===== src/rtl/riscv_pkg.sv =====
// Shared definitions for the data-bus controller slice.
// Contents: RV32I load/store funct3 codes, the bus FSM state type and a
// word-address helper.
package riscv_pkg;

    localparam logic [2:0] F3_LB  = 3'd0;
    localparam logic [2:0] F3_LH  = 3'd1;
    localparam logic [2:0] F3_LW  = 3'd2;
    localparam logic [2:0] F3_LBU = 3'd4;
    localparam logic [2:0] F3_LHU = 3'd5;
    localparam logic [2:0] F3_SB  = 3'd0;
    localparam logic [2:0] F3_SH  = 3'd1;
    localparam logic [2:0] F3_SW  = 3'd2;

    typedef enum logic [1:0] {
        IDLE = 2'd0,
        REQ  = 2'd1,
        RESP = 2'd2,
        DONE = 2'd3
    } dbus_state_e;

    // The bus only ever sees word addresses; the low bits become byte enables.
    function automatic logic [31:0] word_addr(input logic [31:0] addr);
        return {addr[31:2], 2'b00};
    endfunction

endpackage


===== src/rtl/riscv_lsu_align.sv =====
// Combinational byte-lane alignment for the data bus.
// Request path: i_req_funct3/i_req_we/i_req_off/i_wdata -> o_be, o_wdata,
//               o_illegal (bad funct3), o_misalign (bad offset).
// Load path:    i_ld_funct3/i_ld_off/i_rdata -> o_rdata (extended result).
module riscv_lsu_align
    import riscv_pkg::*;
(
    input  logic [2:0]  i_req_funct3,
    input  logic        i_req_we,
    input  logic [1:0]  i_req_off,
    input  logic [31:0] i_wdata,
    output logic [3:0]  o_be,
    output logic [31:0] o_wdata,
    output logic        o_illegal,
    output logic        o_misalign,
    input  logic [2:0]  i_ld_funct3,
    input  logic [1:0]  i_ld_off,
    input  logic [31:0] i_rdata,
    output logic [31:0] o_rdata
);

    logic [31:0] w_shifted;

    // Request decode: legality, alignment, byte enables and replicated store data.
    always_comb begin
        o_be       = 4'b1111;
        o_wdata    = i_wdata;
        o_illegal  = 1'b0;
        o_misalign = 1'b0;
        if (i_req_we) begin
            case (i_req_funct3)
                F3_SB: begin
                    o_be    = 4'b0001 << i_req_off;
                    o_wdata = {4{i_wdata[7:0]}};
                end
                F3_SH: begin
                    o_be       = 4'b0011 << i_req_off;
                    o_wdata    = {2{i_wdata[15:0]}};
                    o_misalign = i_req_off[0];
                end
                F3_SW: begin
                    o_misalign = (i_req_off != 2'b00);
                end
                default: begin
                    o_illegal = 1'b1;
                end
            endcase
        end else begin
            case (i_req_funct3)
                F3_LB, F3_LBU: o_misalign = 1'b0;
                F3_LH, F3_LHU: o_misalign = i_req_off[0];
                F3_LW:         o_misalign = (i_req_off != 2'b00);
                default:       o_illegal  = 1'b1;
            endcase
        end
    end

    // Load extraction: bring the addressed lane down to bit 0, then extend.
    always_comb begin
        w_shifted = i_rdata >> {i_ld_off, 3'b000};
        case (i_ld_funct3)
            F3_LB:   o_rdata = {{24{w_shifted[7]}}, w_shifted[7:0]};
            F3_LH:   o_rdata = {{16{w_shifted[15]}}, w_shifted[15:0]};
            F3_LBU:  o_rdata = {24'd0, w_shifted[7:0]};
            F3_LHU:  o_rdata = {16'd0, w_shifted[15:0]};
            F3_LW:   o_rdata = i_rdata;
            default: o_rdata = i_rdata;
        endcase
    end

endmodule


===== src/rtl/riscv_dbus_ctrl.sv =====
// Memory-stage data-bus controller.
// M-stage side: i_mem_reqM/i_mem_weM/i_funct3M/i_addrM/i_wdataM in;
//   o_bus_stallM (hazard unit), o_rdataM/o_rdata_vldM, o_excM, o_bus_errM out.
// Bus side: o_bus_req/we/addr/be/wdata out; i_bus_gnt/rvalid/rdata in.
// A legal access goes IDLE -> REQ -> (RESP for loads) -> DONE -> IDLE; a
// missing gnt/rvalid aborts to DONE with o_bus_errM after TIMEOUT_CYC cycles.
module riscv_dbus_ctrl
    import riscv_pkg::*;
#(
    parameter int TIMEOUT_CYC = 255
) (
    input  logic        clk,
    input  logic        rst_n,
    input  logic        i_mem_reqM,
    input  logic        i_mem_weM,
    input  logic [2:0]  i_funct3M,
    input  logic [31:0] i_addrM,
    input  logic [31:0] i_wdataM,
    output logic        o_bus_stallM,
    output logic [31:0] o_rdataM,
    output logic        o_rdata_vldM,
    output logic        o_excM,
    output logic        o_bus_errM,
    output logic        o_bus_req,
    output logic        o_bus_we,
    output logic [31:0] o_bus_addr,
    output logic [3:0]  o_bus_be,
    output logic [31:0] o_bus_wdata,
    input  logic        i_bus_gnt,
    input  logic        i_bus_rvalid,
    input  logic [31:0] i_bus_rdata
);

    localparam logic [7:0] LP_CNT_LAST = 8'(TIMEOUT_CYC - 1);

    dbus_state_e r_state;
    logic [7:0]  r_cnt;
    logic [31:0] r_addr;
    logic [1:0]  r_off;
    logic        r_we;
    logic [3:0]  r_be;
    logic [31:0] r_wdata;
    logic [2:0]  r_funct3;
    logic        r_bus_req;
    logic [31:0] r_rdata;
    logic        r_rdata_vld;
    logic        r_bus_err;

    logic [3:0]  w_be;
    logic [31:0] w_wdata;
    logic        w_illegal;
    logic        w_misalign;
    logic [31:0] w_ld_data;
    logic        w_exc;
    logic        w_stall;

    riscv_lsu_align u_align (
        .i_req_funct3 (i_funct3M),
        .i_req_we     (i_mem_weM),
        .i_req_off    (i_addrM[1:0]),
        .i_wdata      (i_wdataM),
        .o_be         (w_be),
        .o_wdata      (w_wdata),
        .o_illegal    (w_illegal),
        .o_misalign   (w_misalign),
        .i_ld_funct3  (r_funct3),
        .i_ld_off     (r_off),
        .i_rdata      (i_bus_rdata),
        .o_rdata      (w_ld_data)
    );

    // Faulting accesses are flagged in IDLE and never reach the bus.
    assign w_exc = (r_state == IDLE) && i_mem_reqM && (w_illegal || w_misalign);

    // Stall covers the IDLE cycle of a legal access so the pipeline holds before REQ.
    always_comb begin
        case (r_state)
            IDLE:    w_stall = i_mem_reqM && !(w_illegal || w_misalign);
            REQ:     w_stall = 1'b1;
            RESP:    w_stall = 1'b1;
            default: w_stall = 1'b0;
        endcase
    end

    // Bus FSM with request capture, timeout counter and registered results.
    always_ff @(posedge clk or negedge rst_n) begin
        if (!rst_n) begin
            r_state     <= IDLE;
            r_cnt       <= 8'd0;
            r_addr      <= 32'd0;
            r_off       <= 2'd0;
            r_we        <= 1'b0;
            r_be        <= 4'd0;
            r_wdata     <= 32'd0;
            r_funct3    <= 3'd0;
            r_bus_req   <= 1'b0;
            r_rdata     <= 32'd0;
            r_rdata_vld <= 1'b0;
            r_bus_err   <= 1'b0;
        end else begin
            case (r_state)
                IDLE: begin
                    r_cnt       <= 8'd0;
                    r_rdata_vld <= 1'b0;
                    r_bus_err   <= 1'b0;
                    if (i_mem_reqM && !(w_illegal || w_misalign)) begin
                        r_addr    <= word_addr(i_addrM);
                        r_off     <= i_addrM[1:0];
                        r_we      <= i_mem_weM;
                        r_be      <= w_be;
                        r_wdata   <= w_wdata;
                        r_funct3  <= i_funct3M;
                        r_bus_req <= 1'b1;
                        r_state   <= REQ;
                    end else begin
                        r_state   <= IDLE;
                    end
                end
                REQ: begin
                    r_cnt <= r_cnt + 8'd1;
                    if (i_bus_gnt) begin
                        r_bus_req <= 1'b0;
                        r_state   <= r_we ? DONE : RESP;
                    end else if (r_cnt == LP_CNT_LAST) begin
                        r_bus_req <= 1'b0;
                        r_bus_err <= 1'b1;
                        r_state   <= DONE;
                    end else begin
                        r_state   <= REQ;
                    end
                end
                RESP: begin
                    r_cnt <= r_cnt + 8'd1;
                    if (i_bus_rvalid) begin
                        r_rdata     <= w_ld_data;
                        r_rdata_vld <= 1'b1;
                        r_state     <= DONE;
                    end else if (r_cnt == LP_CNT_LAST) begin
                        r_bus_err <= 1'b1;
                        r_state   <= DONE;
                    end else begin
                        r_state   <= RESP;
                    end
                end
                DONE: begin
                    r_cnt       <= 8'd0;
                    r_rdata_vld <= 1'b0;
                    r_bus_err   <= 1'b0;
                    r_state     <= IDLE;
                end
                default: begin
                    r_state <= IDLE;
                end
            endcase
        end
    end

    assign o_bus_stallM = w_stall;
    assign o_excM       = w_exc;
    assign o_rdataM     = r_rdata;
    assign o_rdata_vldM = r_rdata_vld;
    assign o_bus_errM   = r_bus_err;
    assign o_bus_req    = r_bus_req;
    assign o_bus_we     = r_we;
    assign o_bus_addr   = r_addr;
    assign o_bus_be     = r_be;
    assign o_bus_wdata  = r_wdata;

endmodule

===== config.mk =====
export PLATFORM = sky130hd
export DESIGN_NAME = riscv_dbus_ctrl
export DESIGN_NICKNAME = d
export VERILOG_FILES = /design/src/rtl/riscv_pkg.sv /design/src/rtl/riscv_lsu_align.sv /design/src/rtl/riscv_dbus_ctrl.sv
export SDC_FILE = /design/constraint.sdc
export NUM_CORES = 1
export LEC_CHECK = 0
export CAP_MARGIN = 20
export CELL_PAD_IN_SITES_DETAIL_PLACEMENT = 0
export CELL_PAD_IN_SITES_GLOBAL_PLACEMENT = 1
export CORE_ASPECT_RATIO = 0.9
export CORE_MARGIN = 8
export CORE_UTILIZATION = 47
export DETAILED_ROUTE_END_ITERATION = 12
export DONT_BUFFER_PORTS = 1
export GPL_TIMING_DRIVEN = 1
export PLACE_DENSITY = 0.76
export SYNTH_ARGS = -nofsm -noshare
export SYNTH_HDL_FRONTEND = slang
export SYNTH_SLANG_ARGS = --single-unit

===== constraint.sdc =====
create_clock -name clk -period 2.15 [get_ports clk]
set_clock_uncertainty 0.15 [all_clocks]
set_input_delay 0.1075 -clock clk [delete_from_list [all_inputs] [get_ports clk]]
set_output_delay 0.1075 -clock clk [all_outputs]
set_load 0.02 [all_outputs]

==> results_dict.tcl <==
set metrics [dict create \
    crit_required_ns 1.89 \
    drc 0 \
    clk_pin_slew_worst_paths_ns 0.05 \
    synth.distinct_cells 41 \
    crit_type "reg -> out" \
    area_delta_synth_final_pct 35.2 \
    fmax_mhz 483 \
    vias_per_cell 5.53 \
    ys_seq_area_share_pct 53.4 \
    cellLeakagePower_nw 3.28 \
    synth_area_per_cell_um2 10.6 \
    cts_inserted_buffers 17 \
    root_buffer "clkbuf_16" \
    slew_headroom_pct 62.1 \
    layout_commonest_cell "dlygate4sd3_1" \
    coreArea_um2 11400 \
    top_usage_layer "met2" \
    drv_cap 0 \
    die_y_um 118 \
    syn_area_um2 5480 \
    grt_pass1_vias 4788 \
    use_met1_pct 25.6 \
    gp_congestion 0.833 \
    rsz0062_at_grt "no" \
    cts_hold_buffers 119 \
    layout_common_cells "dlygate4sd3_1, dfrtp_1, nand2_1, o21ai_0, mux2_2" \
    period_needed_ns 2.07 \
    cts_sinks 117 \
    drive_above_1_share_pct 15.3 \
    worstMarginPinSlew_ns 0.567 \
    dpl.hpwl_um 10800 \
    synth_cells 515 \
    grt_pass1_wl_um 26200 \
    die-area_um2 15400 \
    rows 37 \
    grt_max_degree 118 \
    nets 745 \
    firstDrtPassIters 5 \
    ir_drop_mv 0.867 \
    grtUsageTotal_pct 22.2 \
    post-route-util_pct 65.0 \
    regToRegSetupSlack_ns 0.17 \
    synth_warnings 0 \
    crit_path_end_kind "output pin" \
    grt_overflow 0 \
    dpl-instance-area_um2 5600 \
    clockBufferDepth 2 \
    cp_data_arrival_time_ns 1.81 \
    finalCritPeriodShare_pct 96.3 \
    drtIter0Drc 293 \
    io-pin-count 211 \
    final_cell_area_um2 7400 \
    cts_tree "built" \
    fillCellCount 886 \
    outcome "finished with violations" \
    finalWirelength_um 16600 \
    start_util_pct 48.1 \
    ant_nets 0 \
    hp-class "in -> async" \
    r2r_start "r_off[1]" \
    htreeDepth 4 \
    finalPower_w 0.0102 \
    tns_ns 0 \
    io_buffers 0 \
    cp_max_fo 4 \
    cp-start-kind "flop" \
    globalRouteMet2Util_pct 34.0 \
    violations "negative hold slack" \
    hold_viol 117 \
    use_met3_pct 10.8 \
    finalSetupViolations 0 \
    antenna_found_initial 2 \
    routedWlPerCell_um 20.6 \
    ys_ff_latch 117 \
    whs_ns -0.771 \
    clkLatencyLatePin_ns 0.42 \
    powerDensity_nw_per_um2 1380 \
    slew_viol_final 0 \
    die_w_um 130 \
    dr_total_vias 4450 \
]
[what timing repair did]
item | CTS | global route
gates resized for setup | 0 | 3
endpoints found under the hold margin | 226 | 117
pin swaps | 0 | 1
setup buffers | 1 | 0
endpoints found under the setup margin | 1 | 1
[path summary, 6_finish.rpt]
kind	to	cells past startpoint
min reg2reg	r_cnt[0]	1
max	o_bus_stallM	6
max in group asynchronous	o_rdataM[14]	0
max reg2reg	o_rdataM[7]	4
min	o_rdataM[2]	0
min in group clk	o_rdataM[8]	4
[sequential cells by signal, indices dropped and copies added (netlist names), named ones only]
signal        cells
o_bus_addr       30
o_bus_be          4
o_bus_errM        1
o_bus_req         1
o_bus_wdata      32
o_bus_we          1
o_rdataM         32
o_rdata_vldM      1
r_cnt             8
r_funct3          3
r_off             2
r_state           1
[report_power, final]
group / switching, W / internal, W
logic: 0.00116 / 0.00121
registers: 0.00194 / 0.00314
clock network: 0.000956 / 0.00181
[cell type report]
class | instances | area (um2) | share of cell area [%]
Multi-Input combinational cell | 356 | 2340 | 31.6
Tap cell | 156 | 195 | 2.64
Clock buffer | 23 | 488 | 6.59
Antenna cell | 3 | 7.51 | 0.101
Timing Repair Buffer | 134 | 1320 | 17.8
Clock inverter | 9 | 100 | 1.35
Sequential cell | 117 | 2930 | 39.6
Inverter | 7 | 26.3 | 0.355
[worst max-delay path: stages (launching register included)]
cell      delay, ns
dfrtp_1        0.39
inv_1          0.12
ha_1           0.20
o211ai_1       0.17
buf_4          0.20
a21oi_1        0.15
buf_4          0.16
[routing by layer]
| layer | vias to the layer above | part of all wire [%] |
|---|---|---|
| met2 | 219 | 47 |
| met1 | 2145 | 39 |
| met5 | - | 0 |
| met4 | 0 | 3.1 |
| met3 | 43 | 11 |
| li1 | 2043 | - |
[cells by family (layout without fill, tap and decap cells)]
family                     Yosys count  count (layout)  share of synthesized area [%]
adders and majority gates            7               7                           1.60
AOI/OAI and AO/OA                  105             105                           11.4
xor gates and xnor gates             5               5                          0.799
DFF                                117             117                           53.4
muxes                               82              82                           16.3
other                                1               5                         0.0685
buffers and inverters               43             173                           4.07
and+or+nand+nor                    155             155                           12.3
[cells in the mapped netlist, drive strengths merged]
library cell / n / share of area [%]
a21o: 8 / 1.1
and2: 1 / 0.11
nor2: 26 / 1.8
clkinv: 1 / 0.068
a21oi: 14 / 1.3
o21ai: 55 / 5.0
nor3b: 2 / 0.27
xor2: 4 / 0.64
nand2: 76 / 5.2
mux2i: 32 / 5.8
xnor2: 1 / 0.16
o2bb2ai: 2 / 0.32
a31oi: 2 / 0.23
a32oi: 1 / 0.16
a221oi: 2 / 0.32
and3: 2 / 0.23
nand4: 1 / 0.11
a22o: 1 / 0.16
inv: 6 / 0.41
mux2: 49 / 10
nor3: 1 / 0.091
or3: 2 / 0.23
nor2b: 3 / 0.34
nor4: 1 / 0.11
and3b: 1 / 0.16
a2111o: 1 / 0.21
mux4: 1 / 0.41
ha: 7 / 1.6
nand2b: 3 / 0.34
a2bb2oi: 8 / 1.3
a22oi: 1 / 0.14
o22ai: 8 / 0.91
buf: 17 / 2.3
o211ai: 2 / 0.27
clkbuf: 19 / 1.3
dfrtp: 117 / 53
nand3: 36 / 3.3
conb: 1 / 0.068
[through the flow]
stage	std cells	worst slack (ns)	hold WS, ns
detailed placement	650	0.181	-0.335
global placement	650	0.250	-0.335
finish	805	0.0793	-0.771
floorplan	516	0.350	-0.338
CTS	802	0.00623	-0.788
global route	804	0.000681	-0.795
Power figures use the tool's default switching activity.
